===== config.mk =====
export PLATFORM = sky130hd
export DESIGN_NAME = muxn_reg_flat
export DESIGN_NICKNAME = d
export VERILOG_FILES = /design/src/rtl/muxn_reg_if.sv /design/src/rtl/muxn_reg.sv /design/src/flat_wrapper.sv
export SDC_FILE = /design/constraint.sdc
export NUM_CORES = 1
export LEC_CHECK = 0
export CAP_MARGIN = 20
export CORE_MARGIN = 4
export CORE_UTILIZATION = 47
export DETAILED_ROUTE_END_ITERATION = 8
export PLACE_DENSITY = 0.83
export SETUP_SLACK_MARGIN = 0.1
export SYNTH_ARGS = -nofsm -noshare
export SYNTH_HDL_FRONTEND = slang
export SYNTH_SLANG_ARGS = --single-unit
export TNS_END_PERCENT = 50

===== constraint.sdc =====
create_clock -name clk -period 5.8 [get_ports clk]
set_clock_uncertainty 0.1 [all_clocks]
set_input_delay 1.16 -clock clk [delete_from_list [all_inputs] [get_ports clk]]
set_output_delay 1.16 -clock clk [all_outputs]
set_load 0.01 [all_outputs]

===== src/rtl/muxn_reg_if.sv =====
// muxn_reg_if: per-channel valid/ready inputs, selection controls and the registered output handshake.
// The master side drives channel data/valid, sel, mode and out_ready; the slave side is muxn_reg.
interface muxn_reg_if #(
    parameter int D_WIDTH   = 12,
    parameter int N_CH      = 5,
    parameter int SEL_WIDTH = 3
);
    logic [N_CH*D_WIDTH-1:0] in_data;
    logic [N_CH-1:0]         in_valid;
    logic [N_CH-1:0]         in_ready;
    logic [SEL_WIDTH-1:0]    sel;
    logic                    mode;
    logic [D_WIDTH-1:0]      out_data;
    logic [SEL_WIDTH-1:0]    out_ch;
    logic                    out_valid;
    logic                    out_ready;
    logic                    err_sel;
    modport master (
        output in_data, in_valid, sel, mode, out_ready,
        input  in_ready, out_data, out_ch, out_valid, err_sel
    );
    modport slave (
        input  in_data, in_valid, sel, mode, out_ready,
        output in_ready, out_data, out_ch, out_valid, err_sel
    );
endinterface


===== src/rtl/muxn_reg.sv =====
// muxn_reg: N-channel registered selector with direct or round-robin grant and valid/ready on every side.
// Define MUXN_REG_ERR_EN to build the sticky out-of-range sel detector; otherwise err_sel is tied low.
module muxn_reg #(
    parameter int D_WIDTH   = 12,
    parameter int N_CH      = 5,
    parameter int SEL_WIDTH = 3
) (
    input logic      clk,
    input logic      rst,
    muxn_reg_if.slave bus
);
    logic [SEL_WIDTH-1:0] r_ptr;
    logic [SEL_WIDTH-1:0] r_ch;
    logic [D_WIDTH-1:0]   r_data;
    logic                 r_valid;
    logic [SEL_WIDTH-1:0] w_rr;
    logic [SEL_WIDTH-1:0] w_gnt;
    logic [SEL_WIDTH:0]   w_idx;
    logic [D_WIDTH-1:0]   w_gnt_data;
    logic                 w_rr_vld;
    logic                 w_dir_vld;
    logic                 w_gnt_vld;
    logic                 w_load;
    logic                 w_xfer;

    always_comb begin
        w_dir_vld = 1'b0;
        w_rr_vld  = 1'b0;
        w_rr      = '0;
        w_idx     = '0;
        for (int i = 0; i < N_CH; i++)
            if (bus.sel == SEL_WIDTH'(i) && bus.in_valid[i]) w_dir_vld = 1'b1;
        // farthest offset first, so the nearest valid channel after r_ptr overwrites the rest
        for (int k = N_CH; k >= 1; k--) begin
            w_idx = {1'b0, r_ptr} + (SEL_WIDTH+1)'(k);
            w_idx = (w_idx >= (SEL_WIDTH+1)'(N_CH)) ? w_idx - (SEL_WIDTH+1)'(N_CH) : w_idx;
            for (int i = 0; i < N_CH; i++)
                if (bus.in_valid[i] && w_idx == (SEL_WIDTH+1)'(i)) begin
                    w_rr_vld = 1'b1;
                    w_rr     = SEL_WIDTH'(i);
                end
        end
    end

    assign w_gnt_vld = bus.mode ? w_rr_vld : w_dir_vld;
    assign w_gnt     = bus.mode ? w_rr : bus.sel;
    assign w_load    = !r_valid || bus.out_ready;
    assign w_xfer    = !rst && w_load && w_gnt_vld;

    always_comb begin
        bus.in_ready = '0;
        w_gnt_data   = '0;
        for (int i = 0; i < N_CH; i++) begin
            bus.in_ready[i] = w_xfer && w_gnt == SEL_WIDTH'(i);
            w_gnt_data      = (w_gnt == SEL_WIDTH'(i)) ? bus.in_data[i*D_WIDTH +: D_WIDTH] : w_gnt_data;
        end
    end

    always_ff @(posedge clk) begin
        if (rst) begin
            r_valid <= 1'b0;
            r_data  <= '0;
            r_ch    <= '0;
            r_ptr   <= SEL_WIDTH'(N_CH - 1);
        end else if (w_xfer) begin
            r_valid <= 1'b1;
            r_data  <= w_gnt_data;
            r_ch    <= w_gnt;
            if (bus.mode) r_ptr <= w_gnt;
        end else if (bus.out_ready) begin
            r_valid <= 1'b0;
        end
    end

    assign bus.out_data  = r_data;
    assign bus.out_ch    = r_ch;
    assign bus.out_valid = r_valid;

`ifdef MUXN_REG_ERR_EN
    logic r_err;
    always_ff @(posedge clk) begin
        if (rst) r_err <= 1'b0;
        else if (!bus.mode && int'(bus.sel) >= N_CH) r_err <= 1'b1;
    end
    assign bus.err_sel = r_err;
`else
    assign bus.err_sel = 1'b0;
`endif
endmodule


===== src/flat_wrapper.sv =====
// flat-port wrapper written by rule: the top's interface ports become plain ports
module muxn_reg_flat 
#(
    parameter int D_WIDTH   = 12,
    parameter int N_CH      = 5,
    parameter int SEL_WIDTH = 3
)
  (clk, rst, bus_in_data, bus_in_valid, bus_sel, bus_mode, bus_out_ready, bus_in_ready, bus_out_data, bus_out_ch, bus_out_valid, bus_err_sel);
  muxn_reg_if #(.D_WIDTH(D_WIDTH), .N_CH(N_CH), .SEL_WIDTH(SEL_WIDTH)) bus_i ();
  input logic clk;
  input logic rst;
  input wire logic [$bits(bus_i.in_data)-1:0] bus_in_data;
  input wire logic [$bits(bus_i.in_valid)-1:0] bus_in_valid;
  input wire logic [$bits(bus_i.sel)-1:0] bus_sel;
  input wire logic [$bits(bus_i.mode)-1:0] bus_mode;
  input wire logic [$bits(bus_i.out_ready)-1:0] bus_out_ready;
  output wire logic [$bits(bus_i.in_ready)-1:0] bus_in_ready;
  output wire logic [$bits(bus_i.out_data)-1:0] bus_out_data;
  output wire logic [$bits(bus_i.out_ch)-1:0] bus_out_ch;
  output wire logic [$bits(bus_i.out_valid)-1:0] bus_out_valid;
  output wire logic [$bits(bus_i.err_sel)-1:0] bus_err_sel;
  assign bus_i.in_data = bus_in_data;
  assign bus_i.in_valid = bus_in_valid;
  assign bus_i.sel = bus_sel;
  assign bus_i.mode = bus_mode;
  assign bus_i.out_ready = bus_out_ready;
  assign bus_in_ready = bus_i.in_ready;
  assign bus_out_data = bus_i.out_data;
  assign bus_out_ch = bus_i.out_ch;
  assign bus_out_valid = bus_i.out_valid;
  assign bus_err_sel = bus_i.err_sel;
  muxn_reg #(.D_WIDTH(D_WIDTH), .N_CH(N_CH), .SEL_WIDTH(SEL_WIDTH)) u_core (.clk(clk), .rst(rst), .bus(bus_i));
endmodule

==> results.ini <==
[yosys]
synth_cell_type_count=74
synth_area_leaders=dfxtp_1 (14%), ha_1 (6.1%), mux2_2 (5.5%)
yosysMostFrequentCell=nand2_1
syn_nets=438
synth-seq-cells=19
synth_top_area_share_pct=14.2
yosysTopAreaCell=dfxtp_1
synth_common_cells=nand2_1 (31), o21ai_0 (27), nor2_1 (21), dfxtp_1 (19), a21oi_1 (16)
syn_avg_cell_area_sq_um=7.62
synth_edf_count=0
synthFlopType=dfxtp_1
netlist_instances=352
async_flop_share_pct=0
ys_seq_area_share_pct=14.2
syn-cell-area_sq_um=2680
yosys_warnings=0

[global_routing]
first_global_vias=3162
gr-total-overflow=0
grt_max_degree=25
antenna_found_initial=0
gr-usage-all-layers_pct=26.0
grt_pass1_wl_microns=15000

[placed_design]
gp_congestion=1.02
numPortBuffers=92
dp.cells=502
hpwl_microns=7500

[cts]
clk_latency_ns=0.27
clock_path_buffers=2
cts_sinks=19
post_cts_buffers=0
htree_num_levels=1
cts_buffers=3
cts_tree=built
cts-root-buf=clkbuf_8
ctsResizeCount=0
holdBufCountCts=0
clkTransAtPathRegs_ns=0.07

[detailed_routing]
routed_wl_microns=9360
dr.pass1.iters=5
drc=0
ant_nets=0
drt_iter0_markers=237
vias_per_cell=6.16
wl_per_cell_microns=18.5
vias=3116

[critical_path]
rr_worst_depth=12
cp_slowest_cell=clkdlybuf4s50_1
critPathKind=input pin to output pin
crit_required_ns=4.54
crit_top_cell=clkdlybuf4s50_1
r2r_start=u_core.r_ptr[1]$_SDFFE_PP0P_
path_delay_family=compound AO/OA/AOI/OAI gates
cp_num_buf_inv=2
path_cells=clkdlybuf4s50_1 -> nand3_1 -> a21oi_1 -> a311oi_1 -> o2111ai_1 -> a221oi_1 -> o2111a_1 -> a221o_1 -> nor2_1 -> clkdlybuf4s50_1
worstSetupStartpointType=input pin
arrival_ns=4.13
cp_slowest_stage_delay_ns=0.77
crit_path_end_kind=output pin
path_max_fanout=12
reg2reg_slack_ns=1.70
rr_endpoint=u_core.bus.out_data[8]$_SDFFE_PP0N_

[power_and_ir_drop]
p_leak_nw=1.44
max-vdd-ir-drop_mv=0.141
power_density_nw_per_um2=216

[die]
die_area_sq_um=6980
dieWidth_microns=83.6
io_pins=94
start_util_pct=48.7
core_area_sq_um=5510
rows=27
die_y_microns=83.6

[min_path]
hold-path-endpoint=u_core.bus.out_ch[1]$_SDFFE_PP0N_
hp-class=flip-flop to flip-flop
hold_path.startpoint=u_core.bus.out_ch[1]$_SDFFE_PP0N_
hold-path-cell-count=2

[final_layout]
antenna_cells=0
fin_nets=521
area_delta_synth_final_pct=36.6
fillers=470
instances_no_fill=506
drive_above_1_share_pct=11.3

[timing]
drv_slew=0
hold_viol_final=0
tightest_slew_ns=0.632
max_freq_mhz=185
finalCriticalPeriod_ns=5.39
slew_headroom_pct=57.8
fin_crit_sh_pct=93.0
setup_viol=0
rsz0062_at_grt=false
fin_setup_tns_ns=0

[run_status]
status=completed

[job]
maxCapViolCount=0

[placed cells by master, fill, tap and decap left out, drive strengths merged, types with 3 or more instances in the layout]
cell | Yosys | layout
a31oi | 5 | 5
o211ai | 4 | 4
a221o | 3 | 3
and3 | 4 | 4
mux2i | 14 | 14
nor2b | 5 | 5
nand3 | 8 | 8
o2111ai | 4 | 4
clkbuf | 9 | 4
nand2b | 8 | 8
nor3 | 10 | 10
o221ai | 13 | 13
nand2 | 33 | 33
o31ai | 3 | 3
clkdlybuf4s50 | 0 | 92
buf | 16 | 11
a21o | 7 | 7
a311oi | 3 | 3
dfxtp | 19 | 19
ha | 13 | 13
mux2 | 14 | 14
o22ai | 3 | 3
nor2 | 22 | 22
o21ai | 41 | 41
a32oi | 3 | 3
inv | 15 | 15
and2 | 6 | 6
a31o | 3 | 3
o2bb2ai | 3 | 3
a21oi | 18 | 18
or2 | 4 | 4
[sequential cells by signal, indices dropped and copies added (netlist names)]
signal / count
u_core.bus.out_ch: 3
u_core.bus.out_data: 12
u_core.bus.out_valid: 1
u_core.r_ptr: 3
[area by class of cell]
cell class / instances / area, sq um / share of cell area, %
Sequential cell: 19 / 380 / 10.4
Multi-Input combinational cell: 293 / 2090 / 57.0
Clock buffer: 4 / 45.0 / 1.23
Tap cell: 72 / 90.1 / 2.46
Inverter: 15 / 56.3 / 1.54
Timing Repair Buffer: 103 / 1000 / 27.4
[worst min-delay path, stage by stage, from the launching register on]
cell	delay (ns)
dfxtp_1	0.31
nand2_1	0.05
o21ai_1	0.05
[kinds of logic (layout without fill, tap and decap cells)]
group	after synthesis	after routing	synth area share, %
XOR/XNOR	4	4	2.38
flip-flops	19	19	14.2
adder cells (fa/ha/maj)	14	14	6.81
other	1	1	0.140
AND/OR/NAND/NOR	109	109	20.4
multiplexers	29	29	12.1
buffers and inverters	40	122	7.92
AO/OA/AOI/OAI	136	136	36.1
[routing by layer]
metal	GRT usage, %	vias up	routed length, microns
met5	0	-	0
met4	15.2	0	449
met3	6.71	34	827
met2	46.2	175	4590
met1	27.3	1419	3490
li1	-	1488	-
[stage by stage]
stage          hold WS (ns)  cell area (sq um)  total power, W  setup WS, ns  util [%]
4_1_cts               0.371               3670        0.000788         0.465      66.6
2_1_floorplan         0.373               2680        0.000511          1.14         -
3_3_place_gp          0.342               3620        0.000687         0.526      65.8
6_report              0.362               3670        0.000793         0.407      66.6
5_1_grt               0.390               3670        0.000847         0.263      66.6
3_5_place_dp          0.351               3620        0.000691         0.470      65.8
[power breakdown]
group          internal (W)  switching (W)  total (W)
Sequential         0.000159      0.0000167   0.000175
Combinational      0.000249       0.000272   0.000521
Clock             0.0000490      0.0000473  0.0000964
[how the worst max path moves through the flow]
stage,endpoint,slack [ns],startpoint,cells past startpoint
after floorplan,bus_in_ready[3],1.14,u_core.r_ptr[1]$_SDFFE_PP0P_,14
after global placement,bus_in_ready[1],0.53,bus_in_valid[0],10
after detailed placement,bus_in_ready[1],0.47,bus_in_valid[0],10
after CTS,bus_in_ready[1],0.47,bus_in_valid[0],10
after global routing,bus_in_ready[0],0.26,u_core.r_ptr[1]$_SDFFE_PP0P_,13
final,bus_in_ready[1],0.41,bus_in_valid[0],10
(Power assumes the default switching activity.)
